### src/rtl/cnt_pkg.sv
// Shared constants for the generic event/timebase counter family.
package cnt_pkg;
   localparam int   CNT_WRAP = 0;
   localparam int   CNT_SAT  = 1;
   localparam logic CNT_UP   = 1'b1;
   localparam logic CNT_DN   = 1'b0;
endpackage

### src/rtl/cnt_prescaler.sv
// Enable prescaler: emits one step every PRESCALE enabled cycles.
module cnt_prescaler
   import cnt_pkg::*;
#(
   parameter int PRESCALE = 1
) (
   input  logic clk,
   input  logic rst,
   input  logic en,
   input  logic sclr,
   output logic step
);

   generate
      if (PRESCALE == 1) begin : g_bypass
         logic unused_pins;
         assign unused_pins = &{1'b0, clk, rst, sclr};
         assign step        = en;
      end else begin : g_div
         localparam int PW = $clog2(PRESCALE);
         logic [PW-1:0] pcnt;
         logic          last;

         assign last = (pcnt == PW'(PRESCALE - 1));
         // A clear or load in the same cycle wins over the step.
         assign step = en & last & ~sclr;

         always_ff @(posedge clk or negedge rst) begin
            if (!rst)        pcnt <= '0;
            else if (sclr)   pcnt <= '0;
            else if (en)     pcnt <= last ? '0 : pcnt + PW'(1);
         end
      end
   endgenerate

endmodule

### src/rtl/gen_counter.sv
// Parametrised up/down counter with load, wrap/saturate, prescaler and boundary flags.
module gen_counter
   import cnt_pkg::*;
#(
   parameter int WIDTH    = 4,
   parameter int MAX_VAL  = 2**WIDTH - 1,
   parameter int SATURATE = 0,
   parameter int PRESCALE = 1
) (
   input  logic             clk,
   input  logic             rst,
   input  logic             clr,
   input  logic             en,
   input  logic             up_dn,
   input  logic             load,
   input  logic [WIDTH-1:0] load_val,
   output logic [WIDTH-1:0] cnt_out,
   output logic             tc,
   output logic             wrap,
   output logic             ovf
);

   localparam logic [WIDTH-1:0] MAX = WIDTH'(MAX_VAL);

   logic             step;
   logic             boundary;
   logic [WIDTH-1:0] cnt_nxt;
   logic             wrap_nxt;
   logic             ovf_nxt;

   cnt_prescaler #(.PRESCALE(PRESCALE)) u_pre (
      .clk  (clk),
      .rst  (rst),
      .en   (en),
      .sclr (clr | load),
      .step (step)
   );

   assign boundary = (up_dn == CNT_UP) ? (cnt_out == MAX) : (cnt_out == '0);
   assign tc       = boundary;

   always_comb begin
      cnt_nxt  = cnt_out;
      wrap_nxt = 1'b0;
      ovf_nxt  = ovf;
      if (clr) begin
         cnt_nxt = '0;
         ovf_nxt = 1'b0;
      end else if (load) begin
         cnt_nxt = (load_val > MAX) ? MAX : load_val;
      end else if (step) begin
         if (boundary) begin
            wrap_nxt = 1'b1;
            ovf_nxt  = 1'b1;
            // Saturating mode leaves the count parked at the boundary.
            if (SATURATE == CNT_WRAP)
               cnt_nxt = (up_dn == CNT_UP) ? '0 : MAX;
         end else begin
            cnt_nxt = (up_dn == CNT_UP) ? cnt_out + WIDTH'(1) : cnt_out - WIDTH'(1);
         end
      end
   end

   always_ff @(posedge clk or negedge rst) begin
      if (!rst) begin
         cnt_out <= '0;
         wrap    <= 1'b0;
         ovf     <= 1'b0;
      end else begin
         cnt_out <= cnt_nxt;
         wrap    <= wrap_nxt;
         ovf     <= ovf_nxt;
      end
   end

endmodule

### config.mk
export PLATFORM = sky130hd
export DESIGN_NAME = gen_counter
export DESIGN_NICKNAME = d
export VERILOG_FILES = /design/src/rtl/cnt_pkg.sv /design/src/rtl/cnt_prescaler.sv /design/src/rtl/gen_counter.sv
export SDC_FILE = /design/constraint.sdc
export NUM_CORES = 1
export LEC_CHECK = 0
export CORE_AREA = 8 8 45 47
export DETAILED_ROUTE_END_ITERATION = 6
export DIE_AREA = 0 0 53 55
export GPL_ROUTABILITY_DRIVEN = 0
export PLACE_DENSITY = 0.67
export SYNTH_ARGS = -nofsm -noshare
export SYNTH_HDL_FRONTEND = slang
export SYNTH_SLANG_ARGS = --single-unit
export TNS_END_PERCENT = 50
### constraint.sdc
create_clock -name clk -period 1.7 [get_ports clk]
set_input_delay 0.255 -clock clk [delete_from_list [all_inputs] [get_ports clk]]
set_output_delay 0.255 -clock clk [all_outputs]
set_load 0.005 [all_outputs]
# Word level (Yosys, flattened, before mapping)
# Cells that the tools add are included.
# W data, S select, Z words.
# op_classes
n_addsub,2
mul,0
div,0
order_cmp,1
n_eq_ne,2
n_shift,0
mux,16
bitwise_logic,0
n_reduce_logical,5
# ops
cell,n
$mux W4,7
$mux W1,9
$add A4 B1 Y4 const B,1
$eq A4 B4 Y1 const B,1
$gt A4 B4 Y1 const B,1
$logic_not A4 Y1,1
$reduce_bool A2 Y1,2
$sub A4 B1 Y4 const B,1
$reduce_and A3 Y1,1
$reduce_bool A3 Y1,1
$ne A2 B2 Y1 const B,1
# totals
regBits,6
latch_bits,0
ramBits,0
romBits,0
inputBits,10
output_inout_bits,7
elab_cells,29
n_memories,0

# Longest topological paths before layout
# logic_depth
depth_word,6
mapped_depth,6
depth_no_buf,6

# Modules after synthesis
# Synthesis repeated with hierarchy kept, for this count alone.
# hier_totals
hier_cells,50
area_unflattened_um2,450.4
# by_module_without_submodules
mod,n_inst,cells_per_inst,area_each_um2,seq_area_each_um2
gen_counter,1,49,442.9,150.1
cnt_prescaler,1,1,7.5,0.0

# Worst setup path before layout
# No wires, ideal clock.
# synth_path
path_type,reg2reg
startpoint,register cnt_out[0]
endpoint,register cnt_out[1]
setup_time_ns,0.111
arrival_time_ns,1.538
required_time_ns,1.589
slack_ns,0.050
stages_incl_launch_ff,6
path_buffers,0
synth_period_minus_slack_ns,1.650
cell_sequence,dfrtp_1 > inv_1 > fa_1 > o21ai_0 > nor2_1 > a2111oi_2
# synth_via
elab_chain_cells,6
word_cells_on_any_way,10
cone_classes,add/sub: 2; eq/ne: 1; mux: 6; reduce/logical: 1
# synth_lines
element,line,rtl
from (decl),gen_counter.sv:17,"output logic [WIDTH-1:0] cnt_out,"
from (signal assigned),gen_counter.sv:70,cnt_out <= cnt_nxt;
$sub A4 B1 Y4 (tied with other cells),gen_counter.sv:59,cnt_nxt = (up_dn == CNT_UP) ? cnt_out + WIDTH'(1) : cnt_out - WIDTH'(1);
$mux W4 or $mux W1 (tied branches),"gen_counter.sv:59, gen_counter.sv:39",
$mux W4 *,gen_counter.sv:52,if (boundary) begin
$mux W4 *,gen_counter.sv:51,end else if (step) begin
$mux W4 *,gen_counter.sv:49,end else if (load) begin
$mux W4 *,gen_counter.sv:46,if (clr) begin
# Mark *: on every way between the ends. The rest lies on a longest branch, timed or not. The select of a mux whose other input is x is not followed.
# A chain may end at the register's enable or synchronous reset.

# Worst setup path in the final report
# layout_path
startpoint,register cnt_out[1]
endpoint,output tc
# layout_via
elab_chain_cells,2
word_cells_on_any_way,3
cone_classes,eq/ne: 1; mux: 1; reduce/logical: 1
# layout_lines
element,line,rtl
$eq A4 B4 Y1 or $logic_not A4 Y1 (tied branches),gen_counter.sv:39,assign boundary = (up_dn == CNT_UP) ? (cnt_out == MAX) : (cnt_out == '0);
$mux W1 *,gen_counter.sv:39,
to (decl),gen_counter.sv:18,"output logic tc,"
# Mark *: on every way between the ends. The rest lies on a longest branch, timed or not.

==> summary.txt <==
CTS
  • # H-tree levels: 1
  • Hold buffers post-CTS: 0
  • Total CTS buffers: 3
  • Clk sinks: 6
  • Root Buffer: clkbuf_4
  • Clock latency on the worst-skew pair: 0.24 ns
  • Clock Path Buffers: 2
  • Clk pin slew, worst setup/hold paths: 0.05 ns
  • CTS tree: yes

Timing
  • Max Fclk: 584 MHz
  • Unrepaired setup endpoints after global routing: true
  • Slew @ Worst Pin: 0.279 ns
  • Post-route minimum period: 1.71 ns
  • Max transition margin: 0.813
  • Hold WS: 0.252 ns
  • Fin. max-slew vios: 0
  • Layout Skew: 0.00572 ns
  • Setup WS post-layout: -0.0118 ns
  • Final Hold Fails: 0
  • Endpoints failing setup: 1
  • Period utilisation layout: 1.01

Worst setup path
  • CP Data Required Time: 1.44 ns
  • Crit-path slowest cell: or4_4
  • Crit path capture type: output pin
  • Worst Path Arrival: 1.46 ns
  • CP Buf/Inv Count: 1
  • Crit-path max FO: 2
  • Critical-path cell list: or4_4 > nand2b_4 > nand2_2 > buf_6
  • Critical path class: reg2out
  • CP peak stage delay: 0.52 ns
  • Crit path launch type: register
  • CP delay by family, top: simple AND/OR/NAND/NOR gates

Hold path
  • HP Class: in2async

Route
  • Starting DRT DRC Count: 12
  • Via/cell ratio: 4.70
  • Drt total wl: 1250 um
  • Via count: 456
  • Drt drc: 0
  • Post-route antenna net violation count: 0
  • Drt pass-1 iters: 4
  • Drt wl/cell: 12.9 um

GRT
  • Grt ovf: 0
  • Initial antenna violation count: 0
  • Tot GR Track Use: 0.0922
  • Number of global-route vias before repair: 482
  • Largest net degree at the start of global routing: 7
  • First-pass GRT wire length: 2010 um

Yosys
  • YS warnings: 0
  • Synth area leader: dfrtp_1
  • Netlist cell types: 22
  • Post-synthesis mux area share: 0
  • Sequential area share after synthesis: 0.347
  • Dominant cells by area after synthesis: dfrtp_1 (35%), a21oi_1 (5.8%), ha_1 (5.8%)
  • Combinational family with the most area after synthesis: simple AND/OR/NAND/NOR gates
  • Synthesized-area fraction occupied by and/or/nand/nor cells: 0.220
  • #FFs+latches synth: 6
  • Area share of the largest cell type after synthesis: 0.347
  • Synth Area in Compound Gates: 0.197
  • Mapped cell area: 433 um^2
  • Syn avg cell area: 8.84 um^2
  • Syn Nets: 62
  • Xor-xnor portion of the synthesized cell area: 0.0809
  • Adder-Cell Fraction of Synth Area: 0.104
  • Synth Instances: 49

Layout
  • Most frequent cells in the layout: clkdlybuf4s50_1 (14), buf_4 (14), dfrtp_1 (6), inv_1 (5)
  • Area Growth Syn to Fin: 73.4%
  • Fin util: 0.542
  • Ant. Diodes: 0
  • Layout cells sized above 1: 0.296
  • Nets: 96

Floorplan
  • Ports: 17
  • Chip Width: 53 um
  • Die Y: 55 um
  • Die area: 2920 um^2
  • Core ar.: 1380 um^2
  • Starting Density: 0.313
  • Cell row count: 14

Placed design
  • PortBufs: 16
  • Post-detail-place hpwl: 1010 um
  • Post-place setup slack: -0.412 ns

Flow run
  • MaxCap Viol Count: 0

Pwr
  • Worst vdd ir: 0.358 mV
  • Power Density: 631 nW/um^2
  • Leak: 0.000347 uW

Run status
  • Status: complete, but fails checks
  • Failing checks: setup timing
cell usage after synthesis (all sizes together):
cell,count
or4,1
nand2b,2
ha,2
and4,1
xor2,2
nor3,3
clkbuf,1
o21ai,3
nand3,1
a31oi,1
a21o,2
fa,1
nand2,2
dfrtp,6
a21oi,6
nor2,4
inv,5
a2111oi,1
nor2b,2
nor3b,1
xnor2,2
power breakdown:
part	internal, uW	total [uW]	leakage [uW]	switching (uW)
logic	107	184	0.000254	77.0
clock network	79.9	132	0.0000138	51.7
registers	153	158	0.0000794	5.35
timing repair:
item                                    CTS  global route
endpoints found under the setup margin    2             3
gates cloned                              0             0
pin swaps                                 3             4
resized for setup                         8             2
setup buffers                             1             0
endpoints found under the hold margin     0             0
final timing paths:
path | slack [ns] | start | end | cells past startpoint
max | -0.01 | cnt_out[1] | tc | 4
min reg2reg | 0.52 | ovf | ovf | 2
max in group asynchronous | 1.22 | rst | ovf | 1
min in group clk | 0.52 | ovf | ovf | 2
min | 0.25 | rst | wrap | 1
max reg2reg | 0.03 | cnt_out[1] | ovf | 6
kinds of logic (layout without fill, tap and decap cells):
group | count (synthesis) | count (layout)
adders and majority gates | 3 | 3
xor gates and xnor gates | 4 | 4
AOI/OAI and AO/OA | 13 | 13
DFF | 6 | 6
and+or+nand+nor | 17 | 17
buffers and inverters | 6 | 38
sequential cells by signal, indices dropped and copies added, names as in the netlist:
register	count
wrap	1
ovf	1
cnt_out	4
worst register-to-register path, delay by kind of cell, from the launching register on:
kind            cells  cell delay, ns
simple gates        2            0.68
flops               1            0.38
compound gates      2            0.29
buf+inv             2            0.25
metal layers:
layer  vias to the layer above  track usage  part of all wire
li1                        235            -                 -
met1                       211       0.0923              0.43
met2                        10        0.174              0.53
met3                         0       0.0348             0.041
met4                         0       0.0259                 0
met5                         -            0                 0
area by class of cell:
type                            instances  area [um^2]
Multi-Input combinational cell         37          274
Inverter                                5         18.8
Sequential cell                         6          150
Tap cell                               16         20.0
Clock buffer                            3         22.5
Fill cell                             129          633
Timing Repair Buffer                   30          265
through the flow:
stage	std cells	power, uW	cell area [um^2]	setup TNS, ns
6_report	97	473	751	-0.0118
5_1_grt	97	514	751	-0.103
4_1_cts	97	476	741	-0.0146
3_5_place_dp	93	334	707	-1.38
3_3_place_gp	93	333	707	-1.21
2_1_floorplan	49	237	433	0
No activity file was read; power rests on OpenSTA's default activity.
